`config.mk`:
```
export PLATFORM = sky130hd
export DESIGN_NAME = fetch_sequencer_flat
export DESIGN_NICKNAME = d
export VERILOG_FILES = /design/src/rtl/fetch_sequencer_if.sv /design/src/rtl/fetch_sequencer.sv /design/src/flat_wrapper.sv
export SDC_FILE = /design/constraint.sdc
export NUM_CORES = 1
export LEC_CHECK = 0
export ABC_AREA = 1
export BUFFER_PORTS_ARGS = -buffer_cell sky130_fd_sc_hd__buf_2
export CAP_MARGIN = 5
export CELL_PAD_IN_SITES_DETAIL_PLACEMENT = 1
export CELL_PAD_IN_SITES_GLOBAL_PLACEMENT = 1
export CORE_MARGIN = 2
export CORE_UTILIZATION = 36
export CTS_CLUSTER_DIAMETER = 30
export DETAILED_ROUTE_END_ITERATION = 10
export HOLD_SLACK_MARGIN = 0.05
export PLACE_DENSITY_LB_ADDON = 0.1
export SLEW_MARGIN = 20
export SYNTH_ARGS = -nofsm -noshare
export SYNTH_HDL_FRONTEND = slang
export SYNTH_SLANG_ARGS = --single-unit
```
`constraint.sdc`:
```
create_clock -name i_clock -period 1.44 [get_ports i_clock]
set_clock_uncertainty 0.1 [all_clocks]
set_input_delay 0.288 -clock i_clock [delete_from_list [all_inputs] [get_ports i_clock]]
set_output_delay 0.288 -clock i_clock [all_outputs]
set_load 0.05 [all_outputs]
```
`src/rtl/fetch_sequencer_if.sv`:
```
// Handshake and status bundle between the fetch sequencer and the core/memory side.
// The master modport is the sequencer; the slave modport is the memory bus / datapath.
interface fetch_sequencer_if #(
    parameter int CNT_W = 32
);
    logic             imem_req;
    logic             imem_ack;
    logic             instr_load;
    logic             dmem_req;
    logic             dmem_ack;
    logic             mem_op;
    logic             halt_req;
    logic             pc_en;
    logic             halted;
    logic             bus_fault;
    logic [CNT_W-1:0] retire_count;

    modport master (
        output imem_req,
        output instr_load,
        output dmem_req,
        output pc_en,
        output halted,
        output bus_fault,
        output retire_count,
        input  imem_ack,
        input  dmem_ack,
        input  mem_op,
        input  halt_req
    );

    modport slave (
        input  imem_req,
        input  instr_load,
        input  dmem_req,
        input  pc_en,
        input  halted,
        input  bus_fault,
        input  retire_count,
        output imem_ack,
        output dmem_ack,
        output mem_op,
        output halt_req
    );
endinterface

```
`src/rtl/fetch_sequencer.sv`:
```
// Control FSM sequencing PC updates against instruction/data memory handshakes,
// with halt support, acknowledge-timeout fault detection and a retired-instruction counter.
module fetch_sequencer #(
    parameter int ACK_TIMEOUT = 16,
    parameter int CNT_W       = 32
) (
    input  logic              i_clock,
    input  logic              i_reset_n,
    fetch_sequencer_if.master io_seq
);
    localparam int                WAIT_W     = (ACK_TIMEOUT > 2) ? $clog2(ACK_TIMEOUT) : 1;
    localparam logic [WAIT_W-1:0] WAIT_LIMIT = WAIT_W'(ACK_TIMEOUT - 1);

    typedef enum logic [2:0] {
        S_IDLE,
        S_FETCH,
        S_EXEC,
        S_MEM,
        S_HALTED,
        S_FAULT
    } state_t;

    state_t            r_state;
    logic [WAIT_W-1:0] r_wait_cnt;
    logic [CNT_W-1:0]  r_retire_count;

    logic w_imem_req;
    logic w_instr_load;
    logic w_dmem_req;
    logic w_pc_en;
    logic w_halted;
    logic w_bus_fault;
    logic w_wait_expired;

    // Outputs decode straight from state so that an asynchronous reset drops requests at once.
    always_comb begin
        w_imem_req   = 1'b0;
        w_instr_load = 1'b0;
        w_dmem_req   = 1'b0;
        w_pc_en      = 1'b0;
        w_halted     = 1'b0;
        w_bus_fault  = 1'b0;
        case (r_state)
            S_FETCH: begin
                w_imem_req   = 1'b1;
                w_instr_load = io_seq.imem_ack;
            end
            S_EXEC: begin
                w_pc_en = ~io_seq.halt_req & ~io_seq.mem_op;
            end
            S_MEM: begin
                w_dmem_req = 1'b1;
                w_pc_en    = io_seq.dmem_ack;
            end
            S_HALTED: w_halted    = 1'b1;
            S_FAULT:  w_bus_fault = 1'b1;
            default: ;
        endcase
    end

    assign w_wait_expired = (r_wait_cnt == WAIT_LIMIT);

    always_ff @(posedge i_clock or negedge i_reset_n) begin
        if (!i_reset_n) begin
            r_state        <= S_IDLE;
            r_wait_cnt     <= '0;
            r_retire_count <= '0;
        end else begin
            if (w_pc_en) begin
                r_retire_count <= r_retire_count + CNT_W'(1);
            end
            case (r_state)
                S_IDLE: begin
                    r_state    <= S_FETCH;
                    r_wait_cnt <= '0;
                end
                S_FETCH: begin
                    // An ack in the limit cycle still completes the fetch normally.
                    if (io_seq.imem_ack) begin
                        r_state <= S_EXEC;
                    end else if (w_wait_expired) begin
                        r_state <= S_FAULT;
                    end else begin
                        r_wait_cnt <= r_wait_cnt + WAIT_W'(1);
                    end
                end
                S_EXEC: begin
                    r_wait_cnt <= '0;
                    if (io_seq.halt_req) begin
                        r_state <= S_HALTED;
                    end else if (io_seq.mem_op) begin
                        r_state <= S_MEM;
                    end else begin
                        r_state <= S_FETCH;
                    end
                end
                S_MEM: begin
                    if (io_seq.dmem_ack) begin
                        r_state    <= S_FETCH;
                        r_wait_cnt <= '0;
                    end else if (w_wait_expired) begin
                        r_state <= S_FAULT;
                    end else begin
                        r_wait_cnt <= r_wait_cnt + WAIT_W'(1);
                    end
                end
                S_HALTED: r_state <= S_HALTED;
                S_FAULT:  r_state <= S_FAULT;
                default:  r_state <= S_IDLE;
            endcase
        end
    end

    assign io_seq.imem_req     = w_imem_req;
    assign io_seq.instr_load   = w_instr_load;
    assign io_seq.dmem_req     = w_dmem_req;
    assign io_seq.pc_en        = w_pc_en;
    assign io_seq.halted       = w_halted;
    assign io_seq.bus_fault    = w_bus_fault;
    assign io_seq.retire_count = r_retire_count;
endmodule
```
`src/flat_wrapper.sv`:
```
// flat-port wrapper written by rule: the top's interface ports become plain ports
module fetch_sequencer_flat 
#(
    parameter int ACK_TIMEOUT = 16,
    parameter int CNT_W       = 32
)
  (i_clock, i_reset_n, io_seq_imem_req, io_seq_instr_load, io_seq_dmem_req, io_seq_pc_en, io_seq_halted, io_seq_bus_fault, io_seq_retire_count, io_seq_imem_ack, io_seq_dmem_ack, io_seq_mem_op, io_seq_halt_req);
  fetch_sequencer_if #(.CNT_W(CNT_W)) io_seq_i ();
  input  logic i_clock;
  input  logic i_reset_n;
  output wire logic [$bits(io_seq_i.imem_req)-1:0] io_seq_imem_req;
  output wire logic [$bits(io_seq_i.instr_load)-1:0] io_seq_instr_load;
  output wire logic [$bits(io_seq_i.dmem_req)-1:0] io_seq_dmem_req;
  output wire logic [$bits(io_seq_i.pc_en)-1:0] io_seq_pc_en;
  output wire logic [$bits(io_seq_i.halted)-1:0] io_seq_halted;
  output wire logic [$bits(io_seq_i.bus_fault)-1:0] io_seq_bus_fault;
  output wire logic [$bits(io_seq_i.retire_count)-1:0] io_seq_retire_count;
  input wire logic [$bits(io_seq_i.imem_ack)-1:0] io_seq_imem_ack;
  input wire logic [$bits(io_seq_i.dmem_ack)-1:0] io_seq_dmem_ack;
  input wire logic [$bits(io_seq_i.mem_op)-1:0] io_seq_mem_op;
  input wire logic [$bits(io_seq_i.halt_req)-1:0] io_seq_halt_req;
  assign io_seq_imem_req = io_seq_i.imem_req;
  assign io_seq_instr_load = io_seq_i.instr_load;
  assign io_seq_dmem_req = io_seq_i.dmem_req;
  assign io_seq_pc_en = io_seq_i.pc_en;
  assign io_seq_halted = io_seq_i.halted;
  assign io_seq_bus_fault = io_seq_i.bus_fault;
  assign io_seq_retire_count = io_seq_i.retire_count;
  assign io_seq_i.imem_ack = io_seq_imem_ack;
  assign io_seq_i.dmem_ack = io_seq_dmem_ack;
  assign io_seq_i.mem_op = io_seq_mem_op;
  assign io_seq_i.halt_req = io_seq_halt_req;
  fetch_sequencer #(.ACK_TIMEOUT(ACK_TIMEOUT), .CNT_W(CNT_W)) u_core (.i_clock(i_clock), .i_reset_n(i_reset_n), .io_seq(io_seq_i));
endmodule
```
* Word-level counts from Yosys, hierarchy flattened *
Index checks and enable logic that the tools add are counted.

word-level totals
  bits in registers = 39
  bits in latches = 0
  bits in writable memories = 0
  bits in read-only memories = 0
  input bits = 6
  output and inout port bits = 38
  memories = 0

cells by class
  $add $sub $neg = 2
  $mul = 0
  divide/modulo/power cells = 0
  magnitude comparators = 0
  equality and inequality tests = 7
  shift-type cells = 0
  muxes and demuxes = 16
  bitwise operators = 3
  reduce and logical (&&, ||, !) cells = 4

operators with widths
  cell                                                                   count
  32-bit by 1-bit adder with 32-bit output, second input constant        1
  3-bit case mux with 6 select lines                                     1
  3-bit two-way mux                                                      4
  4-bit two-way mux                                                      3
  4-bit case mux with 3 select lines                                     1
  3-bit by 2-bit equality test with 1-bit output, second input constant  2
  3-bit equality test, second input constant                             2
  1-bit two-way mux                                                      5
  4-bit by 1-bit adder with 4-bit output, second input constant          1
  4-bit equality test, second input constant                             1
  3-bit by 1-bit equality test with 1-bit output, second input constant  1
  3-bit zero test                                                        1
  3-bit nonzero test                                                     1
  2-bit two-way mux                                                      1
  2-bit inequality test, second input constant                           1
  1-bit inverter                                                         2
  1-bit case mux with 2 select lines                                     1
  2-bit AND reduction                                                    1
  2-bit OR reduction                                                     1
  1-bit AND                                                              1

* Logic depth before layout (Yosys ltp) *
  word-level depth = 4
  gate-level depth with buffers = 10
  mapped depth without buffers = 10

* Worst setup path before layout *
No wires, ideal clock.

  path type = register -> register
  start point = reg u_core.r_state[2]
  end point = reg u_core.r_wait_cnt[2]
  library setup time = 0.133 ns
  data arrival time = 1.793 ns
  data required time = 1.207 ns
  path slack = -0.586 ns
  stages on the path, launching flop included = 7
  path buffers = 0
  path through = dfrtp_1 -> inv_1 -> nand3_2 -> nor2_1 -> nor2_1 -> a21oi_1 -> a21oi_1

between the ends
  cells in the longest elaborated chain, start to end = 4
  elaborated cells between the ends (all ways) = 9
  those cells by class = eq/ne (4); mux (1); reduce/logical (4)

RTL lines
  element                                                                                   line                    text
  start, declared                                                                           fetch_sequencer.sv:23   state_t r_state;
  start signal, assigned                                                                    fetch_sequencer.sv:65   r_state <= S_IDLE;
  start signal, assigned                                                                    fetch_sequencer.sv:74   r_state <= S_FETCH;
  start signal, assigned                                                                    fetch_sequencer.sv:80   r_state <= S_EXEC;
  3-bit by 2-bit equality test with 1-bit output / 3-bit zero test (equally long branches)  fetch_sequencer.sv:72   case (r_state)
  2-bit OR reduction (no line)                                                              n/a
  3-bit nonzero test (no line)                                                              n/a
  2-bit AND reduction (no line)                                                             n/a
  end signal, assigned                                                                      fetch_sequencer.sv:84   r_wait_cnt <= r_wait_cnt + WAIT_W'(1);
  end signal, assigned                                                                      fetch_sequencer.sv:104  r_wait_cnt <= r_wait_cnt + WAIT_W'(1);
  end, declared                                                                             fetch_sequencer.sv:24   logic [WAIT_W-1:0] r_wait_cnt;

Parallel ways exist; a longest one is shown, timed or not.
A chain may end at the register's enable or synchronous reset.

* Worst setup path after layout *
  start point = reg u_core.r_state[2]
  end point = reg u_core.r_retire_count[20], in the netlist u_core.io_seq.retire_count[20]

between the ends
  cells in the longest elaborated chain, start to end = 2
  elaborated cells between the ends (all ways) = 3
  those cells by class = eq/ne (2); mux (1)

RTL lines
  element                                         line                   text
  3-bit by 2-bit equality test with 1-bit output  fetch_sequencer.sv:43  case (r_state)
  1-bit case mux with 2 select lines (*)          fetch_sequencer.sv:43
  end signal, assigned                            fetch_sequencer.sv:70  r_retire_count <= r_retire_count + CNT_W'(1);
  end, declared                                   fetch_sequencer.sv:25  logic [CNT_W-1:0] r_retire_count;

Every way passes the cells marked *; elsewhere a longest branch is shown, timed or not.

==> impl_metrics.yaml <==
global_route:
  grt_pass1_vias: 2815
  grt_overflow: 0
  grt_usage_pct: 23.4
  grtUsageMet2_pct: 43.4
  grt_max_degree: 40
  grt_use_met1_pct: 27.7
  antenna_found_initial: 0
  grt_use_met3_pct: 3.46
  grt_busiest_layer: "met2"
  grt_first_pass_wirelength_um: 13300
floorplan:
  num_io_pins: 44
  coreArea_um2: 6280
  initial_core_util_pct: 36.7
  die_y_um: 84.0
  fp-row-count: 29
  die_area_um2: 7050
  die-width_um: 84.0
final_layout:
  regArea_um2: 1010
  fillCellCount: 740
  syn2layout_area_growth_pct: 78.2
  nets: 455
  diodes: 0
  drive_above_1_share_pct: 56.3
  final_cells: 525
  multi_input_area_um2: 1590
critical_path:
  path_cells: "nor2_2, nand3b_1, nand2_4, buf_12, buf_12, nand2_8, o21bai_1, nand2_1, inv_1"
  cp_slowest_cell: "dfrtp_2"
  crit_required_ns: 1.57
  cp_max_fo: 7
  crit_type: "flip-flop to flip-flop"
  cp_slowest_stage_delay_ns: 0.46
  worstSetupEndpointType: "flip-flop"
  worstSetupStartpointType: "flip-flop"
  cp.arrival_ns: 1.90
  crit_top_cell: "buf_12"
timing:
  rsz0062_at_grt: "yes"
  slew_viol_final: 0
  setup_slack_ns: -0.329
  finalCritPeriodShare_pct: 123
  worst_pin_slew_ns: 0.398
  max_freq_mhz: 565
  setup_viol: 47
  relSlewSlack_pct: 73.2
  final_hold_viol_count: 0
  final.setup.tns_ns: -9.25
  post-route-min-period_ns: 1.77
placement:
  placed_cells: 488
  io_buffers: 43
  hpwl_um: 5350
  gp_congestion: 0.823
logic_synthesis:
  ys_ff_latch: 39
  ys.flop_type: "dfrtp_1"
  synth-seq-area-share_pct: 42.4
  synth_cell_types: 26
  synth_most_common_cell: "nand2_1"
  syn_nets: 327
  synth_top_area_cell: "dfrtp_1"
  synthTopCellsByCount: "nand2_1, nor2_1, inv_1"
  synthArstFlopShare_pct: 100
  syn_area_per_cell_um2: 7.22
  synth_edf_count: 0
  synth.top_cell.area_share_pct: 42.4
  syn_area_um2: 2300
  yosys-top-cells-area: "dfrtp_1, nand2_1, nor2_1, inv_1, xnor2_1"
  yosysWarnings: 0
  syn_inst: 319
clock_network:
  clock-sinks: 39
  h-tree-depth: 2
  numCtsBuffers: 5
  cts.path.max_buffers: 2
  cts_tree: "done"
  path_clk_slew_ns: 0.08
  cts.root.buffer_cell: "clkbuf_8"
  worstSkewPairLatency_ns: 0.30
power_and_ir_drop:
  p_leak_uw: 0.00194
  power_frac_comb_pct: 4.6
  clkPwrFrac_pct: 42.6
  p_int_uw: 1570
  p_seq_share_pct: 52.8
  peakVddDrop_mv: 0.314
  power.total_uw: 2100
  switching_power_uw: 520
  powerDensity_nw_per_um2: 510
  swShare_pct: 24.8
route:
  drt_iter0_markers: 105
  ant_nets: 0
  routedWlPerCell_um: 19.7
  drc_errors: 0
  drt-total-wl_um: 10300
  firstDrtPassIters: 4
  via_count: 2723
  drt-vias-per-instance: 5.19
worst_hold_path:
  hold_class: "primary input to flip-flop"
outcome:
  status: "finished with violations"
  violations: "negative setup slack"
job:
  maxCapViolations: 0
## cell type report
type                    instances  share of cell area (%)
flip-flops and latches         39                    24.5
clock buffers                   8                    2.44
well taps                      77                    2.35
repair buffers                124                    27.5
multi-input cells             230                    38.7
inverters                      47                    4.54
## logic make-up after synthesis
family	after synthesis	share of synthesized area (%)
AO/OA/AOI/OAI	15	3.75
XOR/XNOR	17	6.46
adder cells (fa/ha/maj)	2	1.09
buffers and inverters	50	8.85
flip-flops	39	42.4
AND/OR/NAND/NOR	196	37.5
## placed cells by master (no fill, tap or decap), drive strengths merged
| cell | count |
|---|---|
| buf | 122 |
| nand2 | 111 |
| nor2 | 53 |
| inv | 47 |
| dfrtp | 39 |
| nand3 | 15 |
| nand4 | 10 |
| xnor2 | 10 |
| clkbuf | 9 |
| xor2 | 7 |
| o21ai | 6 |
| a21oi | 5 |
| nor3 | 5 |
| nand3b | 2 |
| o21bai | 2 |
| ha | 2 |
| o211ai | 1 |
| o2111ai | 1 |
| dlygate4sd3 | 1 |
## state kept, by name, indices dropped and copies added (netlist names)
signal / count
u_core.io_seq.retire_count: 32
u_core.r_wait_cnt: 4
u_core.r_state: 3
## worst max-delay path, delay by kind of cell (launching register included)
family / cells / cell delay [ns]
simple gates: 5 / 0.62
flops: 1 / 0.46
buf+inv: 3 / 0.34
compound gates: 1 / 0.18
## worst paths after layout
| check | cells after the start | slack [ns] | endpoint | from |
|---|---|---|---|---|
| max in group asynchronous | 3 | 0.64 | u_core.io_seq.retire_count[1] | i_reset_n |
| max reg2reg | 9 | -0.33 | u_core.io_seq.retire_count[20] | u_core.r_state[2] |
| min reg2reg | 2 | 0.41 | u_core.io_seq.retire_count[31] | u_core.io_seq.retire_count[31] |
| min | 2 | 0.15 | u_core.r_state[0] | io_seq_imem_ack |
| max | 9 | -0.33 | u_core.io_seq.retire_count[20] | u_core.r_state[2] |
| min in group asynchronous | 3 | 0.37 | u_core.io_seq.retire_count[4] | i_reset_n |
## routing by layer
layer  up-vias  wire length [um]
li1       1241                 -
met1      1360              4020
met2        85              5550
met3        37               298
met4         0               462
met5         -                 0
## power by group through the flow
stage	combinational (uW)	clock (uW)	sequential, uW
2_1_floorplan	27.2	0	1130
3_3_place_gp	79.2	0	1130
3_5_place_dp	82.7	0	1130
4_1_cts	96.2	855	1100
5_1_grt	107	932	1110
6_report	97.4	891	1110
## through the flow
step	hold slack, ns	utilization (%)	worst slack [ns]	cell area (um2)
4_1_cts	0.162	58.2	-0.256	3650
5_1_grt	0.157	65.4	-0.399	4110
3_5_place_dp	0.177	49.5	-0.197	3110
2_1_floorplan	-0.108	-	-0.288	2420
3_3_place_gp	0.176	49.5	-0.0928	3110
6_report	0.148	65.4	-0.329	4110
## repair_timing
action / 4_1_cts / 5_1_grt
gates cloned: 1 / 0
pin swaps: 14 / 45
gates resized for setup: 81 / 98
endpoints found under the hold margin: 39 / 0
buffers inserted: 15 / 17
endpoints found under the setup margin: 53 / 55
hold buffers: 1 / 0
(Power assumes the default switching activity.)
